File: config.mk
export PLATFORM = sky130hd
export DESIGN_NAME = aq_vidu_fp_scbd
export DESIGN_NICKNAME = d
export VERILOG_FILES = /design/src/rtl/aq_vidu_fp_scbd_pkg.sv /design/src/rtl/aq_vidu_fp_scbd_entry.sv /design/src/rtl/aq_vidu_fp_scbd.sv
export SDC_FILE = /design/constraint.sdc
export NUM_CORES = 1
export LEC_CHECK = 0
export BUFFER_PORTS_ARGS = -buffer_cell sky130_fd_sc_hd__clkbuf_2
export CAP_MARGIN = 20
export CORE_MARGIN = 2
export CORE_UTILIZATION = 46
export CTS_CLUSTER_SIZE = 12
export DETAILED_ROUTE_END_ITERATION = 12
export PLACE_DENSITY = 0.59
export SLEW_MARGIN = 20
export SYNTH_ARGS = -nofsm -noshare
export SYNTH_HDL_FRONTEND = slang
export SYNTH_SLANG_ARGS = --single-unit
File: constraint.sdc
create_clock -name forever_cpuclk -period 4.7 [get_ports forever_cpuclk]
set_input_delay 0.94 -clock forever_cpuclk [delete_from_list [all_inputs] [get_ports forever_cpuclk]]
set_output_delay 0.94 -clock forever_cpuclk [all_outputs]
set_load 0.05 [all_outputs]
File: src/rtl/aq_vidu_fp_scbd_pkg.sv
// rtl/aq_vidu_fp_scbd_pkg.sv - shared types and constants for the FP dispatch scoreboard
// Purpose: producer-type encodings, register file geometry, the per-register
//          scoreboard entry struct and a small entry classification helper.
// Ports:   none (package).
package aq_vidu_fp_scbd_pkg;

    localparam logic WB_TYPE_VFPU = 1'b0;
    localparam logic WB_TYPE_VLSU = 1'b1;

    localparam int FP_REG_NUM = 32;
    localparam int FP_REG_AW  = 5;

    // The exported counter field is sized for the widest supported CNT_W;
    // entries zero-extend their private counter into it.
    localparam int ENT_CNT_W = 8;

    typedef struct packed {
        logic [ENT_CNT_W-1:0] cnt;
        logic                 wb_type;
    } fp_scbd_ent_t;

    // Two or more loads still outstanding: the oldest in-flight data is not
    // the value a consumer wants, so neither store-data nor forwarding may
    // bypass the dependency.
    function automatic logic lsu_deep(input fp_scbd_ent_t e);
        return (e.wb_type == WB_TYPE_VLSU) && (e.cnt >= ENT_CNT_W'(2));
    endfunction

endpackage

File: src/rtl/aq_vidu_fp_scbd_entry.sv
// rtl/aq_vidu_fp_scbd_entry.sv - one FP register scoreboard entry (counter + producer type)
// Purpose: tracks outstanding producers of one FP register.
// Ports:
//   clk, rst  - clock, asynchronous active-high reset
//   inc       - a producer to this register is dispatched this cycle
//   inc_type  - producer type of that dispatch
//   dec       - a writeback to this register completes this cycle
//   flush     - discard all outstanding producers
//   ent       - current {cnt, wb_type}, cnt zero-extended
module aq_vidu_fp_scbd_entry
    import aq_vidu_fp_scbd_pkg::*;
#(
    parameter int CNT_W = 2
) (
    input  logic         clk,
    input  logic         rst,
    input  logic         inc,
    input  logic         inc_type,
    input  logic         dec,
    input  logic         flush,
    output fp_scbd_ent_t ent
);

    localparam logic [CNT_W-1:0] MAX_CNT = {CNT_W{1'b1}};

    logic [CNT_W-1:0] cnt;
    logic             typ;
    logic             dec_ok;
    logic             inc_ok;

    // A writeback against an idle register is stale and ignored; an
    // increment at MAX_CNT is normally prevented by the WAW stall, and is
    // refused here as well so the counter can never wrap.
    assign dec_ok = dec && (cnt != '0);
    assign inc_ok = inc && ((cnt != MAX_CNT) || dec_ok);

    always_ff @(posedge clk or posedge rst) begin
        if (rst) begin
            cnt <= '0;
            typ <= WB_TYPE_VFPU;
        end else if (flush) begin
            cnt <= '0;
        end else begin
            if (inc_ok) begin
                typ <= inc_type;
            end
            if (inc_ok && !dec_ok) begin
                cnt <= cnt + CNT_W'(1);
            end else if (dec_ok && !inc_ok) begin
                cnt <= cnt - CNT_W'(1);
            end
        end
    end

    assign ent.cnt     = ENT_CNT_W'(cnt);
    assign ent.wb_type = typ;

endmodule

File: src/rtl/aq_vidu_fp_scbd.sv
// rtl/aq_vidu_fp_scbd.sv - FP register dispatch scoreboard (RAW/WAW stall generation)
// Purpose: 32-entry outstanding-producer table; stalls FP dispatch on RAW/WAW
//          hazards against registered table state only.
// Config:  AQ_VIDU_FP_FWD_EN - when defined, a source matching the forward
//          port is exempt from RAW (unless two or more loads are in flight).
// Ports:
//   forever_cpuclk, cpurst          - clock, asynchronous active-high reset
//   dis_inst_vld                    - FP instruction valid at dispatch
//   dis_srcf_vld/dis_srcf_reg       - per-source valid / 5-bit index, src i at [5i+4:5i]
//   dis_dstf_vld/dis_dstf_reg       - destination valid / index
//   dis_wb_type                     - producer type (0 VFPU, 1 VLSU)
//   dis_store                       - last source is store data
//   vex1_stall                      - downstream EX1 stall
//   wb_vld/wb_reg                   - producer writeback completion
//   fwd_vld/fwd_reg                 - forward-port producer
//   flush                           - pipeline flush
//   dis_stall, dis_dep_stall        - total stall, dependency stall (unqualified)
//   pipedown_vld                    - instruction accepted this cycle
//   scbd_empty                      - no outstanding producers
module aq_vidu_fp_scbd
    import aq_vidu_fp_scbd_pkg::*;
#(
    parameter int NUM_SRC = 3,
    parameter int CNT_W   = 2
) (
    input  logic                   forever_cpuclk,
    input  logic                   cpurst,
    input  logic                   dis_inst_vld,
    input  logic [NUM_SRC-1:0]     dis_srcf_vld,
    input  logic [NUM_SRC*5-1:0]   dis_srcf_reg,
    input  logic                   dis_dstf_vld,
    input  logic [4:0]             dis_dstf_reg,
    input  logic                   dis_wb_type,
    input  logic                   dis_store,
    input  logic                   vex1_stall,
    input  logic                   wb_vld,
    input  logic [4:0]             wb_reg,
    input  logic                   fwd_vld,
    input  logic [4:0]             fwd_reg,
    input  logic                   flush,
    output logic                   dis_stall,
    output logic                   dis_dep_stall,
    output logic                   pipedown_vld,
    output logic                   scbd_empty
);

    localparam logic [ENT_CNT_W-1:0] MAX_CNT = ENT_CNT_W'((1 << CNT_W) - 1);

    fp_scbd_ent_t            ent [FP_REG_NUM];
    logic [FP_REG_NUM-1:0]   busy;
    logic [NUM_SRC-1:0]      raw;
    fp_scbd_ent_t            dst_ent;
    logic                    waw_exempt;
    logic                    waw;
    logic                    inc_en;

    // ---------------------------------------------------------------------
    // Entry table
    // ---------------------------------------------------------------------
    assign inc_en = pipedown_vld && dis_dstf_vld;

    for (genvar r = 0; r < FP_REG_NUM; r++) begin : g_ent
        aq_vidu_fp_scbd_entry #(
            .CNT_W (CNT_W)
        ) u_entry (
            .clk      (forever_cpuclk),
            .rst      (cpurst),
            .inc      (inc_en && (dis_dstf_reg == FP_REG_AW'(r))),
            .inc_type (dis_wb_type),
            .dec      (wb_vld && (wb_reg == FP_REG_AW'(r))),
            .flush    (flush),
            .ent      (ent[r])
        );
        assign busy[r] = (ent[r].cnt != '0);
    end

    // ---------------------------------------------------------------------
    // RAW per source
    // ---------------------------------------------------------------------
    for (genvar i = 0; i < NUM_SRC; i++) begin : g_src
        logic [FP_REG_AW-1:0] reg_idx;
        fp_scbd_ent_t         src_ent;
        logic                 store_exempt;
        logic                 fwd_exempt;

        assign reg_idx = dis_srcf_reg[FP_REG_AW*i +: FP_REG_AW];
        assign src_ent = ent[reg_idx];

        // Store data is read late, so a single pending producer of the
        // last source can be tolerated.
        assign store_exempt = (i == NUM_SRC - 1) && dis_store && !lsu_deep(src_ent);

`ifdef AQ_VIDU_FP_FWD_EN
        assign fwd_exempt = fwd_vld && (fwd_reg == reg_idx) && !lsu_deep(src_ent);
`else
        assign fwd_exempt = 1'b0;
`endif

        assign raw[i] = dis_srcf_vld[i] && (src_ent.cnt != '0) && !store_exempt && !fwd_exempt;
    end

`ifndef AQ_VIDU_FP_FWD_EN
    logic fwd_unused;
    assign fwd_unused = ^{fwd_vld, fwd_reg};
`endif

    // ---------------------------------------------------------------------
    // WAW: back-to-back loads to one register may stack up to MAX_CNT
    // ---------------------------------------------------------------------
    assign dst_ent    = ent[dis_dstf_reg];
    assign waw_exempt = (dst_ent.wb_type == WB_TYPE_VLSU) &&
                        (dis_wb_type == WB_TYPE_VLSU) &&
                        (dst_ent.cnt < MAX_CNT);
    assign waw        = dis_dstf_vld && (dst_ent.cnt != '0) && !waw_exempt;

    // ---------------------------------------------------------------------
    // Outputs
    // ---------------------------------------------------------------------
    assign dis_dep_stall = (|raw) || waw;
    assign dis_stall     = vex1_stall || (dis_inst_vld && dis_dep_stall);
    assign pipedown_vld  = dis_inst_vld && !dis_stall && !flush;
    assign scbd_empty    = ~|busy;

endmodule

==> results.md <==
- Cell Chain, Critical Path: buf_6, clkbuf_16, buf_4, buf_4, mux2_1, o22ai_1, o21ai_1, a311oi_1, buf_4, nor3_2, a2111o_2, nor2_4, inv_6, nor4b_4, buf_6
- Distinct cells, synth: 74
- Initial antenna violation count: 0
- Seq/Total Area, Yosys: 0.288
- Core Area: between 0.015 and 0.02 mm^2
- CP Buf/Inv Count: 7
- Post-DR wirelength/cell: 23.8 um
- Final Hold Vio Count: 0
- Syn Nets: 938
- Max Freq: 218 MHz
- Ys flop type: dfrtp_1
- Max Cap Viol: 0
- Largest net degree at the start of global routing: 80
- Crit. End Element: output port
- Hold Path Class: reg2reg
- Tmin final: ~4.6 ns
- Post-synth EDFFs: 0
- DRT antenna net count: 0
- Top-count cell post-synth: nor2_1
- HPWL Detailed: 21100 um
- Layout cells sized above 1: 0.259
- Top cells by count, synth: 108 x nor2_1, 96 x dfrtp_1, 83 x nand2_1
- Peak VDD IR: 173 uV
- Setup violations, final: 0
- Max Root-Sink Buffers: 2
- Crit path launch type: primary input
- Initial core utilization: 0.466
- Multi-input gate area in the final layout: 0.00563 mm^2
- Crit path top cell by count: buf_4
- Number of global-route vias before repair: around 7100
- H-tree lvl count: 3
- Power density cells: approximately 200 mW/mm^2
- Critical path class: in2out
- Final Core Density: 0.522
- Fillers: 1704
- Leakage power: 3.62 nW
- Biggest area consumer among synthesized cells: dfrtp_1
- Synthesis Warnings: 0
- Critical Path Stages: 15
- Routed vias/inst: around 6.5
- FP Rows: slightly below 50
- Router iterations before antenna repair: 5
- Ranking of synthesized cells by area: dfrtp_1 29%, mux4_2 14%, mux2_2 6.3%, nor2_1 4.9%, nand2_1 3.7%
- Total track usage: 0.295
- Remaining Overflow, GRT: 0
- # diodes: 0
- Root buffer cell: clkbuf_16
- I/O Pins: 47
- Post-route setup slack: ~0.11 ns
- Crit path max-delay family: buffers and inverters
- Die ar.: 0.0192 mm^2
- Clock Sinks: 96
- Slew Viols, Final: 0
- Outcome: finished clean
- Cell count of the worst reg-to-reg path: 10
- CP arrival: ~3.7 ns
- CTS Buf Count: 9
- Last weighted congestion value of the routability-driven placer: roughly 1
- FF+latch count, synth: 96
- # DRC: 0
- Final period util: 0.976
- Input/output buffers: 40
- Synth Instances: 895
- Reg clk slew, reported paths: roughly 0.07 ns
- Slew headroom: 0.378
- Hold path cells: 1
- Starting DRT DRC Count: 720
- Net count, final: 991
- TritonCTS clock tree: built
- Chip Height: roughly 140 um
- DIE WIDTH: roughly 140 um
- Clk_skew: 0.0136 ns
- Worst slew pin tran: ~0.93 ns
- Worst-skew pair later-pin latency: 0.37 ns
- Worst-path fanout max: 6
- Syn_area_per_cell: 9.32 um^2
- Sequential cell area: 0.00240 mm^2
- Area Overhead vs Synth: 12.0%
- Routed wire length: 28200 um
- Worst path slowest cell: a2111o_2
- RSZ-0062 raised after global routing: false
- Data required, critical path: 3.76 ns
- Via Count: 7664
- Synth top area share: 0.288
- Pre-CTS setup slack: 0.0561 ns
- First-pass GRT wire length: 43700 um
- Max incr delay on CP: 0.44 ns
- Async SR Flop Fraction: 1.00
- Synth Cell Area: 0.00834 mm^2
-- state kept, by name (all words and copies together) (netlist names) --
| signal | count |
|---|---|
| g_ent.u_entry.cnt | 64 |
| g_ent.u_entry.typ | 32 |
-- logic make-up (layout without fill, tap and decap cells) --
logic type	Yosys count	count (layout)	share of synthesized area
AND/OR/NAND/NOR	390	390	0.259
multiplexers	130	130	0.244
buffers and inverters	69	127	0.0412
XOR/XNOR	16	16	0.0168
AO/OA/AOI/OAI	194	194	0.152
flip-flops	96	96	0.288
-- through the flow --
step / total power, W / instances / setup TNS (ns) / cell area (um^2) / hold slack [ns]
after floorplan: 0.00108 / 895 / -0.0944 / 8410 / 0.478
after global placement: 0.00118 / 1162 / 0 / 9000 / 0.505
after detailed placement: 0.00118 / 1162 / 0 / 9000 / 0.516
after CTS: 0.00189 / 1178 / 0 / 9270 / 0.530
after global routing: 0.00196 / 1182 / 0 / 9350 / 0.558
final: 0.00190 / 1182 / 0 / 9350 / 0.527
-- routing by layer --
metal / global-route usage / routed length [um]
met2: 0.443 / 12500
met3: 0.0559 / 2220
met5: 0 / 0
met4: 0.137 / 1270
met1: 0.415 / 12200
-- cell type report --
cell class                      count  area share
Tap cell                          229      0.0307
Inverter                           15     0.00683
Clock buffer                       10      0.0245
Sequential cell                    96       0.257
Multi-Input combinational cell    730       0.603
Timing Repair Buffer               96      0.0736
Clock inverter                      6     0.00469
-- timing repair --
action / 4_1_cts / 5_1_grt
buffers inserted: 0 / 3
endpoints found under the setup margin: 0 / 1
resized for setup: 0 / 10
hold buffers: 0 / 0
-- final timing paths --
path	start	endpoint	slack, ns
setup reg to reg	g_ent[10].u_entry.cnt[0]	g_ent[24].u_entry.cnt[0]	0.84
max in group asynchronous	cpurst	g_ent[24].u_entry.cnt[1]	2.98
setup / recovery	dis_srcf_reg[11]	pipedown_vld	0.11
hold reg to reg	g_ent[14].u_entry.typ	g_ent[14].u_entry.typ	0.53
min in group asynchronous	cpurst	g_ent[22].u_entry.cnt[0]	0.72
hold / removal	g_ent[14].u_entry.typ	g_ent[14].u_entry.typ	0.53
-- cells in the final DEF (no fill, tap or decap), types with 13 or more instances in the layout --
master / count
o21ai_0: 49
nand3_1: 17
buf_4: 52
nand4_1: 17
inv_1: 13
clkbuf_2: 37
mux2i_1: 27
nor2b_1: 27
nor3b_1: 14
mux2_2: 47
a21oi_1: 52
and2_1: 16
dfrtp_1: 96
nor2_1: 107
mux4_2: 51
nor3_1: 32
nand2b_1: 14
nand2_1: 83
-- power by group --
group	switching [W]	internal [W]	leakage, nW
sequential	0.00000986	0.000836	1.34
combinational	0.000219	0.000113	2.15
clock	0.000360	0.000362	0.133
Note: power is estimated with default switching activity, not from simulation.
